===== src/rtl/seq_hand_sched.sv =====
// Round-robin scheduler that streams one requester's hand into a shared
// monotonic-triple detector and reports the number of flagged triples.
module seq_hand_sched #(
    parameter int NREQ = 4,
    parameter int LENW = 4,
    parameter int DW   = 4
) (
    input  logic                 clk,
    input  logic                 rst_n,
    input  logic [NREQ-1:0]      req,
    input  logic [NREQ*LENW-1:0] hand_len,
    input  logic [NREQ*DW-1:0]   card_data,
    output logic [NREQ-1:0]      card_pop,
    output logic                 seq_in_valid,
    output logic [DW-1:0]        seq_in_data,
    input  logic                 seq_out_valid,
    input  logic                 seq_out_data,
    output logic                 busy,
    output logic                 done,
    output logic [2:0]           done_id,
    output logic [LENW-1:0]      result,
    output logic                 err
);

    typedef enum logic [1:0] {S_IDLE, S_STREAM, S_DRAIN, S_REPORT} state_t;

    state_t          r_state;
    logic [2:0]      r_rr_ptr;
    logic [2:0]      r_gnt;
    logic [2:0]      r_done_id;
    logic [LENW-1:0] r_len;
    logic [LENW-1:0] r_k;
    logic [LENW-1:0] r_acc;
    logic [LENW-1:0] r_vcnt;
    logic [LENW-1:0] r_result;
    logic [NREQ-1:0] r_card_pop;
    logic            r_seq_in_valid;
    logic            r_done;
    logic            r_err;

    logic [7:0]      w_req8;
    logic [7:0]      w_pick_oh8;
    logic [3:0]      w_sum;
    logic [2:0]      w_pick;
    logic            w_found;
    logic [LENW-1:0] w_len;
    logic [LENW-1:0] w_exp_vcnt;
    logic [2:0]      w_next_rr;

    assign w_req8 = 8'(req);

    // First requester at or after rr_ptr, wrapping modulo NREQ.
    always_comb begin
        w_found    = 1'b0;
        w_pick     = '0;
        w_pick_oh8 = '0;
        w_sum      = '0;
        for (int unsigned n = 0; n < NREQ; n++) begin
            w_sum = {1'b0, r_rr_ptr} + 4'(n);
            if (w_sum >= 4'(NREQ))
                w_sum = w_sum - 4'(NREQ);
            if (!w_found && w_req8[w_sum[2:0]]) begin
                w_found    = 1'b1;
                w_pick     = w_sum[2:0];
                w_pick_oh8 = 8'd1 << w_sum[2:0];
            end
        end
    end

    assign w_len      = hand_len[w_pick*LENW +: LENW];
    assign w_exp_vcnt = (r_len >= LENW'(3)) ? r_len - LENW'(2) : '0;
    assign w_next_rr  = (r_gnt == 3'(NREQ-1)) ? '0 : r_gnt + 3'd1;

    always_ff @(posedge clk or negedge rst_n) begin
        if (!rst_n) begin
            r_state        <= S_IDLE;
            r_rr_ptr       <= '0;
            r_gnt          <= '0;
            r_done_id      <= '0;
            r_len          <= '0;
            r_k            <= '0;
            r_acc          <= '0;
            r_vcnt         <= '0;
            r_result       <= '0;
            r_card_pop     <= '0;
            r_seq_in_valid <= 1'b0;
            r_done         <= 1'b0;
            r_err          <= 1'b0;
        end else begin
            r_done <= 1'b0;
            // DRAIN still counts: the detector's last output lags the burst by one cycle.
            if ((r_state == S_STREAM || r_state == S_DRAIN) && seq_out_valid) begin
                r_vcnt <= r_vcnt + LENW'(1);
                if (seq_out_data)
                    r_acc <= r_acc + LENW'(1);
            end
            unique case (r_state)
                S_IDLE: begin
                    if (w_found) begin
                        r_gnt  <= w_pick;
                        r_len  <= w_len;
                        r_k    <= '0;
                        r_acc  <= '0;
                        r_vcnt <= '0;
                        if (w_len != '0) begin
                            r_state        <= S_STREAM;
                            r_card_pop     <= w_pick_oh8[NREQ-1:0];
                            r_seq_in_valid <= 1'b1;
                        end else begin
                            r_state <= S_REPORT;
                        end
                    end
                end
                S_STREAM: begin
                    r_k <= r_k + LENW'(1);
                    if (r_k == r_len - LENW'(1)) begin
                        r_state        <= S_DRAIN;
                        r_card_pop     <= '0;
                        r_seq_in_valid <= 1'b0;
                    end
                end
                S_DRAIN: begin
                    r_state <= S_REPORT;
                end
                S_REPORT: begin
                    r_done    <= 1'b1;
                    r_done_id <= r_gnt;
                    r_result  <= r_acc;
                    r_rr_ptr  <= w_next_rr;
                    if (r_vcnt != w_exp_vcnt)
                        r_err <= 1'b1;
                    r_state <= S_IDLE;
                end
                default: r_state <= S_IDLE;
            endcase
        end
    end

    assign card_pop     = r_card_pop;
    assign seq_in_valid = r_seq_in_valid;
    assign seq_in_data  = (r_state == S_STREAM) ? card_data[r_gnt*DW +: DW] : '0;
    assign busy         = (r_state != S_IDLE);
    assign done         = r_done;
    assign done_id      = r_done_id;
    assign result       = r_result;
    assign err          = r_err;

endmodule

===== config.mk =====
export PLATFORM = sky130hd
export DESIGN_NAME = seq_hand_sched
export DESIGN_NICKNAME = d
export VERILOG_FILES = /design/src/rtl/seq_hand_sched.sv
export SDC_FILE = /design/constraint.sdc
export NUM_CORES = 1
export LEC_CHECK = 0
export CAP_MARGIN = 40
export CORE_AREA = 2 2 82 84
export CTS_BUF_LIST = sky130_fd_sc_hd__clkbuf_4 sky130_fd_sc_hd__clkbuf_8 sky130_fd_sc_hd__clkbuf_16
export DETAILED_ROUTE_END_ITERATION = 16
export DIE_AREA = 0 0 84 86
export PLACE_DENSITY = 0.76
export SYNTH_ARGS = -nofsm -noshare
export SYNTH_HDL_FRONTEND = slang
export SYNTH_SLANG_ARGS = --single-unit

===== constraint.sdc =====
create_clock -name clk -period 3.6 [get_ports clk]
set_input_delay 0.72 -clock clk [delete_from_list [all_inputs] [get_ports clk]]
set_output_delay 0.72 -clock clk [all_outputs]
set_load 0.01 [all_outputs]

==> results of run 1 <==
-- synth_stat cells, types with 3 or more instances --
library cell,instances
nand2_1,28
nor3_1,12
clkbuf_1,7
dfrtp_1,38
nor2_1,30
inv_1,11
a22o_1,6
mux4_2,7
nor2b_1,7
nand2b_1,4
buf_4,3
ha_1,21
xor2_1,5
xnor2_1,10
mux2_2,10
a221o_1,3
mux2i_1,8
o21ai_0,16
nand3_1,11
a21oi_1,13
o221ai_1,3
o22ai_1,9
o211ai_1,4
buf_6,3
-- metal layers --
metal  vias up  GRT usage, %  wire [um]  part of all wire (%)
met2        66          33.8       3440                    51
li1       1272             -          -                     -
met5         -             0          0                     0
met4         0          4.55         73                   1.1
met1      1243          24.7       3060                    45
met3         6          2.79        219                   3.2
-- kinds of logic (layout without fill, tap and decap cells) --
logic type	Yosys count	in the layout	synth area share, %
flip-flops	38	38	32.6
buffers and inverters	24	89	4.25
adder cells (fa/ha/maj)	21	21	9.01
multiplexers	25	25	12.0
AO/OA/AOI/OAI	81	81	19.7
XOR/XNOR	15	15	4.50
AND/OR/NAND/NOR	106	106	17.9
-- report_power, final --
| part | switching (W) | internal (W) |
|---|---|---|
| Clock | 0.000151 | 0.000154 |
| Combinational | 0.00105 | 0.000902 |
| Sequential | 0.000169 | 0.000566 |
-- worst max-delay path by stage --
stage / startpoint / to / slack (ps) / cells past startpoint
after floorplan: r_rr_ptr[0] / card_pop[2] / 220 / 15
after global placement: req[2] / card_pop[2] / 120 / 10
after detailed placement: req[2] / card_pop[2] / 0.01 / 10
after CTS: req[2] / card_pop[2] / 320 / 10
after global routing: req[3] / card_pop[3] / 130 / 11
final: req[2] / card_pop[2] / 310 / 10
-- worst max-delay path, stage by stage --
cell	delay (ps)
clkdlybuf4s50_1	420
mux4_2	510
and2_1	180
a32oi_1	210
o211ai_2	300
mux2i_1	190
o221ai_1	340
nand4_4	180
nor3b_4	210
a22o_1	210
-- through the flow --
| stage | total power (W) | setup WS (ps) | util (%) |
|---|---|---|---|
| 6_report | 0.00299 | 308 | 58.8 |
| 5_1_grt | 0.00327 | 127 | 58.8 |
| 4_1_cts | 0.00301 | 320 | 58.8 |
| 3_5_place_dp | 0.00270 | 0.0111 | 57.3 |
| 3_3_place_gp | 0.00264 | 116 | 57.2 |
| 2_1_floorplan | 0.00217 | 217 | - |
-- flip-flops by register name (all words and copies together), names as in the netlist --
| name | flops |
|---|---|
| card_pop | 4 |
| r_acc | 4 |
| r_k | 4 |
| r_len | 4 |
| r_vcnt | 4 |
| result | 4 |
| done_id | 3 |
| r_gnt | 3 |
| r_rr_ptr | 3 |
| r_state | 2 |
| done | 1 |
| err | 1 |
| seq_in_valid | 1 |
-- final cells by class --
cell class | instances | area share [%]
clock buffer | 6 | 2.24
clock inverter | 2 | 0.339
inverter | 11 | 1.12
multi-input combinational | 248 | 49.9
sequential | 38 | 25.8
tap | 77 | 2.61
timing repair buffer | 70 | 18.0
==> out/metrics.cfg, run 1 <==
[logic_synthesis]
synth_flop_cell = dfrtp_1
syn-num-nets = 371
yosys.area.top_type_share_pct = 32.6
ys_warn_count = 0
syn-instance-count = 310
synth_cell_types = 54
async_flop_share_pct = 100
synth_top_cell_by_area = dfrtp_1
ys_seq_elements = 38
syn_area_per_cell_um2 = 9.41
yosysSeqAreaShare_pct = 32.6
synth_edf_count = 0
synth.cell_area_um2 = 2920
synth.area.top_cells = dfrtp_1 33%, ha_1 9.0%, mux4_2 5.4%, mux2_2 3.9%, nor2_1 3.9%

[floorplan]
die_w_um = 84
dieArea_um2 = 7220
die_h_um = 86
core-area_um2 = 6280
io_pins = 59
rows = 29
start_util_pct = 46.5

[drt]
vias_per_cell = 5.72
drcViolationCount = 0
wirelength_um = 6790
drtIter0Drc = 144
routedWlPerCell_um = 15.0
first_pass_iters = 4
drtAntennaViolNets = 0
vias = 2587

[clock_tree]
cts_tree = built
cts.reportedPaths.clkPinSlew_ps = 80
cts_resized = 0
cts_setup_buffers = 0
cts_made_buffers = 5
clock_sinks = 38
cts-htree-levels = 2
clk_latency_ps = 290
ctsHoldBuffers = 0
clock_path_buffers = 2
root_buffer = clkbuf_8

[worst_setup_path]
worst-path-max-fanout = 12
rrSetupSlack_ps = 400
worst_r2r_endpoint = card_pop[2]
crit_type = in -> reg
startpoint_type = input port
arrival_ps = 3480
cp.required_ps = 3780
worstReg2RegStart = r_rr_ptr[0]
rr_worst_depth = 11
end_kind = flip-flop

[placed_design]
dpl.hpwl_um = 5300
place_congestion = 0.807
numPortBuffers = 58
place_area_um2 = 3600
placedCellCount = 444

[finish]
final_area_um2 = 3690
register_area_um2 = 951
syn_to_final_growth_pct = 26.6
layout_commonest_cell = clkdlybuf4s50_1
drive_gt1_share_pct = 12.0
multi_input_area_um2 = 1840
fin_cells = 452
final_cell_mix = 57 x clkdlybuf4s50_1, 38 x dfrtp_1, 30 x nor2_1
nets = 435
fillers = 560
n_antenna_cell = 0

[sta]
fin_worst_skew_ps = 4.86
tns_ps = 0
worst_pin_slew_ps = 849
slew_headroom_pct = 43.4
max_freq_mhz = 304
fin_crit_sh_pct = 91.5
fin_hold_ws_ps = 468
final-setup-viol-count = 0
rsz0062_at_grt = false
min_period_ps = 3290
drv_slew = 0
finalHoldViolations = 0

[flow_run]
maxCapViolations = 0

[power]
cellLeakagePower_nw = 1.54
ir_worst_vdd_uv = 444
powerDensity_nw_per_um2 = 811

[global_route]
grt_pass1_wl_um = 11300
grt_start_max_net_pins = 39
track_usage_pct = 19.1
grt_pass1_vias = 2424
grt_overflow = 0
antenna_found_initial = 0

[min_path]
holdCritStartpoint = err
hold_end = err
min_path_cells = 1
worstHoldPathType = reg -> reg

[outcome]
outcome = complete, no violations

(Power assumes the default switching activity.)
==> run 2: changes to the inputs <==
Settings changed: REMOVE_ABC_BUFFERS from default to 1, TNS_END_PERCENT from default to 30.
==> out/metrics.cfg, run 2 (same netlist as run 1, synthesis figures left out) <==
[worst_setup_path]
startpoint_type = input port
worst-path-max-fanout = 12
arrival_ps = 3490
crit_type = in -> reg
cp.required_ps = 3780
end_kind = flip-flop

[sta]
fin_worst_skew_ps = 6.11
slew_headroom_pct = 57.8
max_freq_mhz = 302
min_period_ps = 3310
worst_pin_slew_ps = 633
tns_ps = 0
final-setup-viol-count = 0
drv_slew = 0
rsz0062_at_grt = false
finalHoldViolations = 0
fin_crit_sh_pct = 91.9
fin_hold_ws_ps = 286

[floorplan]
dieArea_um2 = 7220
core-area_um2 = 6280
io_pins = 59
die_h_um = 86
die_w_um = 84
rows = 29
start_util_pct = 46.5

[global_route]
antenna_found_initial = 0
grt_overflow = 0
grt_start_max_net_pins = 30
track_usage_pct = 19.2
grt_pass1_vias = 2566
grt_pass1_wl_um = 11500

[clock_tree]
root_buffer = clkbuf_8
cts-htree-levels = 2
clock_sinks = 38
clk_latency_ps = 290
clock_path_buffers = 2
ctsHoldBuffers = 0
cts_resized = 0
cts.reportedPaths.clkPinSlew_ps = 80
cts_made_buffers = 5
cts_setup_buffers = 0
cts_tree = built

[finish]
register_area_um2 = 951
n_antenna_cell = 0
final_cell_mix = 57 x clkdlybuf4s50_1, 38 x dfrtp_1, 30 x nor2_1
fin_cells = 453
multi_input_area_um2 = 1840
layout_commonest_cell = clkdlybuf4s50_1
fillers = 523
nets = 436
final_area_um2 = 3760
syn_to_final_growth_pct = 28.9
drive_gt1_share_pct = 12.2

[drt]
drtIter0Drc = 111
vias = 2585
wirelength_um = 6730
first_pass_iters = 4
drcViolationCount = 0
routedWlPerCell_um = 14.8
drtAntennaViolNets = 0
vias_per_cell = 5.71

[power]
powerDensity_nw_per_um2 = 838
cellLeakagePower_nw = 1.58
power.internal_w = 0.00177
pwr-share-comb_pct = 62.6
ir_worst_vdd_uv = 390
power_frac_seq_pct = 23.2
swShare_pct = 43.8
p_total_w = 0.00315
p_sw_w = 0.00138
p_clk_share_pct = 14.2

[min_path]
worstHoldPathType = in -> async

[placed_design]
placedCellCount = 445
place_area_um2 = 3620
dpl.hpwl_um = 5100
numPortBuffers = 58
place_congestion = 0.865

[outcome]
outcome = complete, no violations

[flow_run]
maxCapViolations = 0

-- run 2: cell types whose count changed in the layout (fill, tap and decap cells not counted) --
| cell | previous run | this run |
|---|---|---|
| bufinv_16 | 0 | 2 |
| buf_12 | 0 | 1 |
| clkinv_2 | 1 | 0 |
| clkinvlp_4 | 1 | 0 |
-- run 2: critical path, cell delays in order --
cell	delay, ps
clkdlybuf4s50_1	480
mux4_2	490
and2_1	200
a32oi_1	190
o211ai_2	280
mux2i_1	200
o221ai_1	350
nand4_4	170
nor3b_4	200
a22o_1	200
-- run 2: layout make-up --
type	instances	share of cell area [%]
clock inverter	2	1.60
multi-input combinational	248	49.0
clock buffer	6	2.20
inverter	11	1.10
timing repair buffer	71	18.2
sequential	38	25.3
tap	77	2.56
-- run 2: path summary, 6_finish.rpt --
kind | from | endpoint | slack, ps | cells after the start
max reg2reg | r_rr_ptr[1] | card_pop[2] | 430 | 11
min reg2reg | err | err | 460 | 1
max in group asynchronous | rst_n | done_id[1] | 2890 | 2
min in group clk | err | err | 460 | 1
max | req[3] | card_pop[2] | 290 | 10
min | rst_n | r_len[2] | 290 | 1
-- run 2: power groups by stage --
stage,Combinational [W],Clock (W),Sequential [W]
2_1_floorplan,0.00135,0,0.000749
3_3_place_gp,0.00190,0,0.000728
3_5_place_dp,0.00196,0,0.000736
4_1_cts,0.00197,0.000456,0.000727
5_1_grt,0.00218,0.000480,0.000751
6_report,0.00197,0.000448,0.000729
-- run 2: metrics by stage --
| step | utilization, % | worst slack (ps) |
|---|---|---|
| final | 59.9 | 292 |
| after global routing | 59.9 | 113 |
| after CTS | 59.9 | 309 |
| after detailed placement | 57.6 | -3.25 |
| after global placement | 57.2 | 54.3 |
| after floorplan | - | 173 |
-- run 2: layer usage --
metal | GRT usage (%) | up-vias | part of all wire [%]
li1 | - | 1272 | -
met1 | 23.8 | 1268 | 46
met2 | 34.3 | 41 | 50
met3 | 3.95 | 4 | 2.5
met4 | 4.99 | 0 | 1.1
met5 | 0 | - | 0
==> edit (flow settings as in run 2) <==
Set the parameter `DW` to 6 (it was 4).
--- a/src/rtl/seq_hand_sched.sv
+++ b/src/rtl/seq_hand_sched.sv
@@ -3,7 +3,7 @@
 module seq_hand_sched #(
     parameter int NREQ = 4,
     parameter int LENW = 4,
-    parameter int DW   = 4
+    parameter int DW   = 6
 ) (
     input  logic                 clk,
     input  logic                 rst_n,
Interface: changed (resized card_data and seq_in_data); port bits go from 59 to 69. No check against the original RTL was run, so the function may have changed too.
==> edit against run 2 <==
Sequential cell count did not move; total power grew 4.7%; clock power down 31%; routed wire length is 17% higher; register-to-register slack got worse by 0.16 ns; design area up 6.1%; non-clock buffer count grew 10; worst setup slack worse by 0.027 ns; area after synthesis is 6.1% higher; highest routed layer unchanged.
==> edit: results (changes against run 2) <==
DRC marker count from the first detailed-route iteration: 135 (+22%)
Register-to-register setup slack: 0.27 ns (-0.16 ns)
Synth unique cells: 61 (+13%)
Final WL: 7880 um (+17%)
FF-to-FF Start: r_rr_ptr[0]$_DFFE_PN0P_
Seq pwr share: 22.9% (-0.3 points)
Crit-path max FO: 7 (-5)
Synth top cells by count: dfrtp_1, a21oi_1, nor2_1
CP startpoint: req[0]
Worst Path Arrival: 3.54 ns (+0.05 ns)
Largest net degree at the start of global routing: 26 (-13%)
Syn avg cell area: 9.46 um^2 (+0.58%)
Outcome: complete, no violations
CP delay by family, top: multiplexers
Wire length on met2: 4140 um (+23%)
Pre-CTS setup slack: -0.00117 ns (+0.00207 ns)
Port bufs: 68 (+17%)
Register area share after synthesis: 30.7% (-1.9 points)
Slew HR: 54.2% (-3.7 points)
Max stage delay on crit path: 0.56 ns (+0.07 ns)
GRT met1 Usage: 26.9% (+3.1 points)
P_seq: 0.754 mW (+3.4%)
First-pass GRT wire length: 13100 um (+14%)
Met3 routed WL: 231 um (+37%)
Placed instance area: 3890 um^2 (+7.7%)
GR Util met3: 3.27% (-0.67 points)
Max Clock Skew: 0.00617 ns (+0.0000596 ns)
Leak Pwr: 1.61 nW (+2.3%)
Comb power: 2.24 mW (+14%)
Wirelength per Cell: 16.5 um (+11%)
Int Power: 1.77 mW (about the same)
Tot GR Track Use: 22.2% (+3.0 points)
HPWL Detailed: 6250 um (+22%)
M2 GR Usage: 41.2% (+6.8 points)
edit: cell types whose count changed in the layout (fill, tap and decap cells not counted), sizes merged, moves of 3 or more:
| cell | delta |
|---|---|
| nand2 | -6 |
| a211oi | +5 |
| inv | +3 |
| nor2 | -8 |
| nor2b | +3 |
| a21oi | +9 |
| nand3 | +5 |
| clkdlybuf4s50 | +10 |
| o32ai | +4 |
| a22o | -5 |
| a221oi | +3 |
| a221o | -3 |
edit: kinds of logic (layout without fill, tap and decap cells):
logic type      after synthesis  in the layout  synth area share (%)
compound gates               95             95                  22.9
mux                          26             26                  12.5
buf+inv                      30            103                  4.37
flops                        38             38                  30.7
fa+ha+maj                    21             21                  8.49
xor+xnor                     16             16                  4.53
simple gates                101            101                  16.5
edit: final cells by class:
cell class	instances	area (um^2)
Timing Repair Buffer	81	786
Inverter	14	52.6
Fill cell	534	2290
Clock inverter	2	12.5
Sequential cell	38	951
Tap cell	77	96.3
Clock buffer	6	82.6
Multi-Input combinational cell	259	2010
